File: config.mk
export PLATFORM = sky130hd
export DESIGN_NAME = gpio_button_irq
export DESIGN_NICKNAME = d
export VERILOG_FILES = /design/src/rtl/gpio_button_irq_pkg.sv /design/src/rtl/gpio_button_irq_btn_debounce.sv /design/src/rtl/gpio_button_irq.sv
export SDC_FILE = /design/constraint.sdc
export NUM_CORES = 1
export LEC_CHECK = 0
export BUFFER_PORTS_ARGS = -buffer_cell sky130_fd_sc_hd__buf_2
export CAP_MARGIN = 20
export CORE_MARGIN = 2
export CORE_UTILIZATION = 62
export DETAILED_ROUTE_END_ITERATION = 8
export PLACE_DENSITY_LB_ADDON = 0.15
export SLEW_MARGIN = 10
export SYNTH_ARGS = -nofsm -noshare
export SYNTH_HDL_FRONTEND = slang
export SYNTH_HIERARCHICAL = 1
export SYNTH_SLANG_ARGS = --single-unit
File: constraint.sdc
create_clock -name sys_clk -period 3 [get_ports sys_clk]
set_input_delay 0.45 -clock sys_clk [delete_from_list [all_inputs] [get_ports sys_clk]]
set_output_delay 0.45 -clock sys_clk [all_outputs]
set_load 0.01 [all_outputs]
File: src/rtl/gpio_button_irq_pkg.sv
// gpio_button_irq_pkg: edge-mode encoding and edge qualification shared by the button block
package gpio_button_irq_pkg;
  typedef enum logic [1:0] {
    EDGE_OFF  = 2'b00,
    EDGE_RISE = 2'b01,
    EDGE_FALL = 2'b10,
    EDGE_BOTH = 2'b11
  } edge_mode_e;
  function automatic logic edge_match(input logic [1:0] mode, input logic lvl);
    return mode == EDGE_BOTH || mode == (lvl ? EDGE_RISE : EDGE_FALL);
  endfunction
endpackage

File: src/rtl/gpio_button_irq_btn_debounce.sv
// gpio_button_irq_btn_debounce: per-pin synchroniser and debouncer with a one-cycle change pulse
module gpio_button_irq_btn_debounce #(
  parameter int DEBOUNCE_CYC = 50000,
  parameter int SYNC_STAGES  = 2
) (
  input  logic sys_clk,
  input  logic rst_sync,
  input  logic pin_i,
  output logic level_o,
  output logic pulse_o
);
  localparam int CNT_W = $clog2(DEBOUNCE_CYC + 1);
  localparam logic [CNT_W-1:0] CNT_MAX = CNT_W'(DEBOUNCE_CYC - 1);
  logic [SYNC_STAGES-1:0] sync_q;
  logic [CNT_W-1:0] cnt_q, cnt_d;
  logic stable_q, pulse_q, s, accept;
  assign s = sync_q[SYNC_STAGES-1];
  assign accept = (s != stable_q) && (cnt_q == CNT_MAX);
  // any return to the stable level restarts the count, so short glitches never accumulate
  assign cnt_d = (s == stable_q || accept) ? '0 : cnt_q + 1'b1;
  always_ff @(posedge sys_clk) begin
    if (!rst_sync) begin
      sync_q   <= '0;
      cnt_q    <= '0;
      stable_q <= 1'b0;
      pulse_q  <= 1'b0;
    end else begin
      sync_q   <= {sync_q[SYNC_STAGES-2:0], pin_i};
      cnt_q    <= cnt_d;
      stable_q <= accept ? s : stable_q;
      pulse_q  <= accept;
    end
  end
  assign level_o = stable_q;
  assign pulse_o = pulse_q;
endmodule

File: src/rtl/gpio_button_irq.sv
// gpio_button_irq: debounced button channels with edge-qualified pending bits and a registered irq
module gpio_button_irq
  import gpio_button_irq_pkg::*;
#(
  parameter int N_CH         = 3,
  parameter int DEBOUNCE_CYC = 50000,
  parameter int SYNC_STAGES  = 2
) (
  input  logic              sys_clk,
  input  logic              rst_sync,
  input  logic [N_CH-1:0]   btn_in,
  input  logic [2*N_CH-1:0] edge_mode,
  input  logic              clr_en,
  input  logic [N_CH-1:0]   clr_mask,
  output logic [N_CH-1:0]   btn_level,
  output logic [N_CH-1:0]   edge_pulse,
  output logic [N_CH-1:0]   pending,
  output logic              irq
);
  logic [N_CH-1:0] set, pending_d, pending_q;
  logic irq_q;
  for (genvar i = 0; i < N_CH; i++) begin : g_ch
    gpio_button_irq_btn_debounce #(
      .DEBOUNCE_CYC(DEBOUNCE_CYC),
      .SYNC_STAGES (SYNC_STAGES)
    ) u_db (
      .sys_clk (sys_clk),
      .rst_sync(rst_sync),
      .pin_i   (btn_in[i]),
      .level_o (btn_level[i]),
      .pulse_o (edge_pulse[i])
    );
    assign set[i] = edge_pulse[i] && edge_match(edge_mode[2*i+:2], btn_level[i]);
  end
  // set is OR-ed in after the clear so a coincident edge is never lost
  assign pending_d = (pending_q & ~(clr_en ? clr_mask : '0)) | set;
  always_ff @(posedge sys_clk) begin
    if (!rst_sync) begin
      pending_q <= '0;
      irq_q     <= 1'b0;
    end else begin
      pending_q <= pending_d;
      irq_q     <= |pending_q;
    end
  end
  assign pending = pending_q;
  assign irq     = irq_q;
endmodule
==> impl_metrics.yaml, run 1 <==
run_status:
  outcome: "finished clean"
global_routing:
  track_usage_pct: 21.5
  overflow: 0
  antenna_found_initial: 0
  first_global_vias: 1860
  grt_max_degree: 23
  grt_pass1_wl_um: 8250
setup_path:
  slowest_stage: "nand3_1"
  cpPeakStageDelay_ps: 500
  critical_path_class: "flip-flop to flip-flop"
  worstPathRequired_ps: 3200
  critPathBufInv: 0
  crit_family: "simple AND/OR/NAND/NOR gates"
  start_kind: "flip-flop"
  crit_chain: "ha_1 -> nand3_1 -> nand4b_1 -> nand3_1 -> nor2_1"
  worstPathMaxFanout: 16
  critPathMostFrequentCell: "nand3_1"
  worst_ep_arrival_time_ps: 2180
  endpoint_kind: "flip-flop"
power_and_ir_drop:
  leakage_uw: 0.00105
  total_power_uw: 1700
  irDropWorstVdd_mv: 0.333
  cellPowerDensity_nw_per_um2: 547
cts:
  clk_pin_slew_ps: 70
  h-tree-depth: 3
  cts_setup_buffers: 0
  cts_max_path_buffers: 2
  cts_root_buf: "clkbuf_8"
  cts-hold-fix-buffers: 0
  cts_tree: "built"
  cts_buffers: 9
  clk_latency_ps: 340
  clock_sink_count: 64
  cts_resized: 0
timing:
  maxSlewViolCount: 0
  period_share_pct: 66.3
  tightest_slew_ps: 615
  finClkSkew_ps: 7.58
  setup_violations: 0
  relSlewSlack_pct: 58.9
  hold_slack_ps: 318
  fmax_mhz: 503
  fin_setup_tns_ps: 0
  rsz0062_at_grt: "false"
  min_period_ps: 1990
  finalHoldViolCount: 0
cells_and_area:
  layout_common_cells: "dfxtp_1, nor2_1, xnor2_1"
  layout-drive-gt1-share_pct: 15.0
  mostFrequentLayoutCell: "dfxtp_1"
  antenna_cells: 0
  layoutNonFillerInstCount: 379
  nFillCells: 306
  area_delta_synth_final_pct: 14.5
  fin_nets: 340
  final_area_um2: 3100
floorplan:
  dieArea_um2: 4920
  rows: 24
  start_util_pct: 63.1
  die_height_um: 70.1
  die_w_um: 70.1
  ioPinCount: 25
  core_um2: 4290
route:
  ant_nets: 0
  drt_iter0_drc: 88
  route.top_layer_used: "met4"
  met1_length_um: 2270
  dr.pass1.iters: 4
  via_count: 2060
  wl_met3_um: 250
  drc: 0
  wl_met2_um: 2170
  wire_per_inst_um: 12.5
  drt-vias-per-instance: 5.44
  finalWirelength_um: 4730
placement:
  dp_hpwl_um: 3150
  port_buffers: 24
  place.gp.congestion: 0.816
  dp_cells: 363
  placed_area_um2: 2880
synth:
  postSynthCellCount: 290
  ys_seq_area_share_pct: 47.3
  syn_nets: 308
  yosysUniqueCellTypes: 27
  ys_seq_elements: 64
  avgSynthCellArea_um2: 9.35
  synth_area_um2: 2710
  yosys_warnings: 6
min_path:
  hold_class: "input port to flip-flop"
flow_run:
  drv_cap: 0
-- Yosys cell counts, drive strengths merged --
| cell | instances | area, µm² |
|---|---|---|
| o31a | 1 | 10.0 |
| buf | 3 | 15.0 |
| inv | 12 | 45.0 |
| nand4b | 3 | 26.3 |
| a21boi | 3 | 22.5 |
| a21oi | 3 | 15.0 |
| nand2 | 15 | 63.8 |
| o31ai | 3 | 22.5 |
| o2bb2ai | 3 | 26.3 |
| and2 | 6 | 37.5 |
| nor2 | 60 | 225 |
| nor4bb | 6 | 60.1 |
| nor4b | 3 | 26.3 |
| xnor2 | 36 | 315 |
| xor2 | 6 | 52.6 |
| nor2b | 3 | 18.8 |
| dfxtp | 64 | 1280 |
| mux2i | 6 | 60.1 |
| nand3 | 21 | 105 |
| or3 | 3 | 18.8 |
| nor3 | 9 | 45.0 |
| or4 | 3 | 22.5 |
| nor4 | 9 | 56.3 |
| nand4 | 6 | 101 |
| ha | 3 | 37.5 |
-- worst paths after layout --
kind                               start                     end  slack (ps)  depth (start not counted)
hold reg to reg   g_ch[2].u_db/sync_q[0]  g_ch[2].u_db/sync_q[1]         440                          1
setup reg to reg   g_ch[2].u_db/cnt_q[0]   g_ch[2].u_db/cnt_q[2]        1010                          5
hold / removal                 btn_in[1]  g_ch[1].u_db/sync_q[0]         320                          2
setup / recovery   g_ch[2].u_db/cnt_q[0]   g_ch[2].u_db/cnt_q[2]        1010                          5
-- metal layers --
| layer | up-vias | track usage (%) |
|---|---|---|
| met5 | - | 0 |
| met4 | 0 | 7.05 |
| met3 | 4 | 9.24 |
| met2 | 47 | 33.0 |
| met1 | 953 | 27.4 |
| li1 | 1056 | - |
-- state kept, by name, indices dropped and copies added, names as in the netlist --
name	flops
g_ch.u_db/cnt_q	48
pending	3
g_ch.u_db/level_o	3
irq	1
g_ch.u_db/pulse_o	3
g_ch.u_db/sync_q	6
-- area by class of cell --
type                            count  area, µm²  share of cell area [%]
Multi-Input combinational cell    211       1370                    44.1
Sequential cell                    64       1280                    41.3
Clock buffer                       11        141                    4.56
Timing Repair Buffer               24        120                    3.87
Clock inverter                      5       80.1                    2.58
Tap cell                           52       65.1                    2.10
Inverter                           12       45.0                    1.45
-- where the power goes --
group / leakage [µW] / switching (µW) / internal (µW) / total, µW
Combinational: 0.000423 / 13.9 / 11.4 / 25.3
Sequential: 0.000517 / 2.79 / 854 / 857
Clock: 0.000106 / 324 / 489 / 813
-- logic make-up after synthesis --
family / synth area share, %
and+or+nand+nor: 29.8
DFF: 47.3
xor gates and xnor gates: 13.6
buffers and inverters: 2.22
AOI/OAI and AO/OA: 3.55
muxes: 2.22
adders and majority gates: 1.39
-- per-stage QoR --
| stage | setup WS, ps | util [%] |
|---|---|---|
| CTS | 995 | 72.2 |
| detailed placement | 1000 | 67.1 |
| global placement | 1070 | 67.1 |
| finish | 1010 | 72.2 |
| global route | 826 | 72.2 |
| floorplan | 1400 | - |
Power figures use the tool's default switching activity.
==> run 2: changes to the inputs <==
ABC_AREA = 1   (was default)
CORE_UTILIZATION = 53   (was 62)
clock period = 1.7 ns   (was 3 ns; I/O delays follow)
==> impl_metrics.yaml, run 2 <==
cts:
  cts-hold-fix-buffers: 0
  cts_max_path_buffers: 2
  cts_root_buf: "clkbuf_8"
  clk_latency_ps: 340
  h-tree-depth: 3
  clock_sink_count: 64
  cts_setup_buffers: 0
  cts_resized: 0
  cts_tree: "built"
  clk_pin_slew_ps: 70
  cts_buffers: 9
timing:
  finClkSkew_ps: 6.01
  fin_setup_tns_ps: 0
  min_period_ps: 1400
  relSlewSlack_pct: 81.3
  setup_violations: 0
  tightest_slew_ps: 280
  maxSlewViolCount: 0
  fmax_mhz: 713
  final.setup.worst_slack_ps: 297
  rsz0062_at_grt: "false"
  finalHoldViolCount: 0
  period_share_pct: 82.5
floorplan:
  ioPinCount: 25
  core_um2: 5540
  rows: 27
  die_w_um: 80.0
  die_height_um: 80.0
  start_util_pct: 55.2
  dieArea_um2: 6390
synth:
  synth_common_cells: "nand2_1, nor2_1, dfxtp_1"
  yosysUniqueCellTypes: 18
  synth.top_cell.area_share_pct: 41.9
  postSynthCellCount: 439
  yosys_warnings: 6
  ys_seq_elements: 64
  synth_area_leaders: "dfxtp_1, nand2_1, nor2_1"
  synth_edf_count: 0
  yosys.area.top_type: "dfxtp_1"
  synth_area_um2: 3060
  async_reset_ff_share_pct: 0
  synth_flop_cell: "dfxtp_1"
  ys_seq_area_share_pct: 41.9
  synth_most_common_cell: "nand2_1"
  avgSynthCellArea_um2: 6.97
  syn_nets: 457
placement:
  port_buffers: 24
  pre_cts_ws_ps: 318
  dp_hpwl_um: 4360
  place.gp.congestion: 0.864
cells_and_area:
  layout-drive-gt1-share_pct: 11.4
  final_util_pct: 61.9
  layout_common_cells: "nand2_1, nor2_1, dfxtp_1"
  area_delta_synth_final_pct: 12.1
  fin_nets: 489
  mostFrequentLayoutCell: "nand2_1"
  largestRegisters: "g_ch.u_db/cnt_q (48), g_ch.u_db/sync_q (6)"
  largest-register: "g_ch.u_db/cnt_q"
  largest_register_ffs: 48
  antenna_cells: 0
route:
  via_count: 2725
  drc: 0
  finalWirelength_um: 5940
  drt-vias-per-instance: 4.98
  drt_iter0_drc: 76
  ant_nets: 0
  wire_per_inst_um: 10.9
  dr.pass1.iters: 4
setup_path:
  critPathMostFrequentCell: "nor2_1"
  critical_path_class: "flip-flop to flip-flop"
  start_kind: "flip-flop"
  endpoint_kind: "flip-flop"
  reg2reg_slack_ps: 300
  critPathBufInv: 0
  worstPathRequired_ps: 1930
  worst_ep_arrival_time_ps: 1630
  worstPathMaxFanout: 16
  cpPeakStageDelay_ps: 370
  slowest_stage: "dfxtp_1"
  crit_family: "simple AND/OR/NAND/NOR gates"
  crit_chain: "ha_1 -> nand3_2 -> nor2_1 -> nand2_1 -> nand2_4 -> nor2_1"
min_path:
  hold_class: "input port to flip-flop"
flow_run:
  drv_cap: 0
global_routing:
  track_usage_pct: 20.7
  first_global_vias: 2549
  grt_pass1_wl_um: 10500
  grt_max_degree: 17
  overflow: 0
  antenna_found_initial: 0
power_and_ir_drop:
  irDropWorstVdd_mv: 0.882
  leakage_uw: 0.00120
  cellPowerDensity_nw_per_um2: 849
run_status:
  outcome: "finished clean"
## run 2: path summary, 6_finish.rpt
path	endpoint	cells after the start	from
worst max register to register	g_ch[2].u_db/cnt_q[9]	6	g_ch[2].u_db/cnt_q[0]
worst max-delay path	g_ch[2].u_db/cnt_q[9]	6	g_ch[2].u_db/cnt_q[0]
worst min register to register	g_ch[0].u_db/sync_q[1]	2	g_ch[0].u_db/sync_q[0]
worst min-delay path	g_ch[1].u_db/sync_q[0]	3	btn_in[1]
## run 2: per-stage QoR
step           instances  total power (µW)  instance area (µm²)  hold slack (ps)
6_report             547              2910                 3430             92.6
5_1_grt              547              3020                 3430             94.4
4_1_cts              547              2950                 3430             81.5
3_5_place_dp         532              1600                 3220              401
3_3_place_gp         532              1600                 3220              394
2_1_floorplan        439              1580                 3060              348
## run 2: layout make-up
class	instances	area (µm²)
clock inverters	3	40.0
repair buffers	24	120
flip-flops and latches	64	1280
clock buffers	12	165
inverters	52	195
fillers	530	2110
multi-input cells	320	1540
well taps	72	90.1
## run 2: tightest hold or removal path: cells and delay by family
| kind | cells | cell delay, ps |
|---|---|---|
| buffers and inverters | 2 | 110 |
| and+or+nand+nor | 1 | 40 |
## run 2: metal layers
layer  up-vias  GRT usage, %  part of all wire (%)
met2        59          34.9                    46
li1       1440             -                     -
met3         9          7.13                   5.3
met5         -             0                     0
met1      1217          24.7                    48
met4         0          6.27                   1.3
## run 2: kinds of logic (layout without fill, tap and decap cells)
logic type	Yosys count	after routing	synth area share, %
AOI/OAI and AO/OA	24	24	3.93
xor gates and xnor gates	24	24	6.87
adders and majority gates	3	3	1.23
buffers and inverters	55	91	7.86
DFF	64	64	41.9
and+or+nand+nor	269	269	38.2
## run 2: power breakdown
part           switching, µW  internal [µW]
logic                   32.4           21.8
registers               5.07           1510
clock network            561            784
total                    598           2310
==> run 3: changes to the inputs <==
ABC_AREA = 0   (was 1)
CORE_UTILIZATION = 52   (was 53)
clock period = 1.2 ns   (was 1.7 ns; I/O delays follow)
==> impl_metrics.yaml, run 3 (synthesized netlist as in run 1, its figures left out) <==
global_routing:
  track_usage_pct: 25.9
  grt_pass1_wl_um: 11800
  grt_busiest_layer: "met2"
  overflow: 0
  first_global_vias: 2629
  met3_usage_pct: 4.86
  use_met2_pct: 44.3
  grt_max_degree: 17
  antenna_found_initial: 0
  grt_use_met1_pct: 31.3
cells_and_area:
  layout-drive-gt1-share_pct: 59.6
  mostFrequentLayoutCell: "buf_4"
  final_area_um2: 4520
  layoutNonFillerInstCount: 493
  nFillCells: 231
  fin_nets: 436
  largest_register_ffs: 48
  largestRegisters: "g_ch.u_db/cnt_q (48), g_ch.u_db/sync_q (6)"
  layout_common_cells: "buf_4, nor2_1, xnor2_1"
  antenna_cells: 0
  largest-register: "g_ch.u_db/cnt_q"
  area_delta_synth_final_pct: 66.7
setup_path:
  worstPathRequired_ps: 1430
  worstPathMaxFanout: 4
  slowest_stage: "nor4bb_4"
  crit_chain: "nor4bb_4 -> nand4b_1 -> buf_4 -> mux2i_1 -> nor2b_1"
  worst_ep_arrival_time_ps: 1840
  cpPeakStageDelay_ps: 380
  start_kind: "flip-flop"
  endpoint_kind: "flip-flop"
  critical_path_class: "flip-flop to flip-flop"
timing:
  rsz0062_at_grt: "true"
  period_share_pct: 134
  relSlewSlack_pct: 69.6
  final.setup.worst_slack_ps: -411
  finalHoldViolCount: 0
  finClkSkew_ps: 11.3
  maxSlewViolCount: 0
  fmax_mhz: 621
  min_period_ps: 1610
  fin_setup_tns_ps: -16020
  setup_violations: 54
  tightest_slew_ps: 449
cts:
  cts_tree: "built"
  cts_max_path_buffers: 2
  cts_root_buf: "clkbuf_8"
  cts_buffers: 9
  clk_latency_ps: 350
  clk_pin_slew_ps: 70
  clock_sink_count: 64
  h-tree-depth: 3
power_and_ir_drop:
  pwr-share-comb_pct: 2.8
  irDropWorstVdd_mv: 0.904
  switchingPower_uw: 929
  cellPowerDensity_nw_per_um2: 908
  p_int_uw: 3170
  swShare_pct: 22.6
  seq_power_share_pct: 51.7
  pwr-share-clk_pct: 45.5
  leakage_uw: 0.00167
floorplan:
  die_w_um: 76.2
  core_um2: 5070
  ioPinCount: 25
  rows: 26
  dieArea_um2: 5800
  die_height_um: 76.2
  start_util_pct: 53.4
route:
  wire_per_inst_um: 16.8
  drt_iter0_drc: 175
  finalWirelength_um: 8290
  drc: 0
  ant_nets: 0
  drt-vias-per-instance: 5.30
  via_count: 2613
  dr.pass1.iters: 4
placement:
  placed_area_um2: 3690
  port_buffers: 24
  dp_hpwl_um: 4400
  place.gp.congestion: 0.791
  dp_cells: 463
flow_run:
  drv_cap: 0
min_path:
  hold_class: "input port to flip-flop"
run_status:
  failed_checks: "negative setup slack"
  outcome: "finished, violations left"
-- run 3: area by class of cell --
cell class              count  area, µm²  share of cell area [%]
multi-input cells         211       1870                    41.4
flip-flops and latches     64       1350                    29.9
repair buffers            120        970                    21.5
clock buffers              10        138                    3.05
well taps                  70       87.6                    1.94
clock inverters             6       58.8                    1.30
inverters                  12       45.0                   0.997
-- run 3: what timing repair did --
action / 4_1_cts / 5_1_grt
cloned: 0 / 2
setup buffers: 7 / 5
resized for setup: 36 / 83
pin swaps: 7 / 20
setup endpoints to repair: 54 / 54
hold buffers: 0 / 0
hold endpoints to repair: 0 / 0
-- run 3: routing by layer --
metal / up-vias / part of all wire (%)
met1: 1255 / 41
met4: 0 / 3.5
met2: 75 / 52
li1: 1260 / -
met5: - / 0
met3: 23 / 3.6
-- run 3: final timing paths --
check | start | end | slack (ps) | cells after the start
setup / recovery | g_ch[1].u_db/cnt_q[8] | g_ch[1].u_db/level_o | -410 | 5
hold reg to reg | g_ch[0].u_db/sync_q[0] | g_ch[0].u_db/sync_q[1] | 450 | 1
hold / removal | btn_in[0] | g_ch[0].u_db/sync_q[0] | 40 | 2
setup reg to reg | g_ch[1].u_db/cnt_q[8] | g_ch[1].u_db/level_o | -410 | 5
-- run 3: worst max-delay path: cells and delay by family, from the launching register on --
kind          cells  cell delay, ps
buf+inv           1             230
flops             1             360
mux               1             170
simple gates      3             720
-- run 3: power by group through the flow --
stage / Combinational (µW) / Clock (µW) / Sequential [µW]
after floorplan: 35.0 / 0 / 2190
after global placement: 90.9 / 0 / 2190
after detailed placement: 92.6 / 0 / 2190
after CTS: 94.2 / 1890 / 2140
after global routing: 124 / 1990 / 2120
final: 115 / 1870 / 2120
-- run 3: per-stage QoR --
| stage | utilization, % | hold WS, ps | setup slack (ps) | power [µW] |
|---|---|---|---|---|
| global route | 89.0 | 38.5 | -500 | 4230 |
| global placement | 72.7 | 388 | -247 | 2280 |
| finish | 89.0 | 39.2 | -411 | 4100 |
| detailed placement | 72.7 | 390 | -257 | 2280 |
| CTS | 81.0 | 26.0 | -204 | 4120 |
| floorplan | - | 297 | -144 | 2230 |
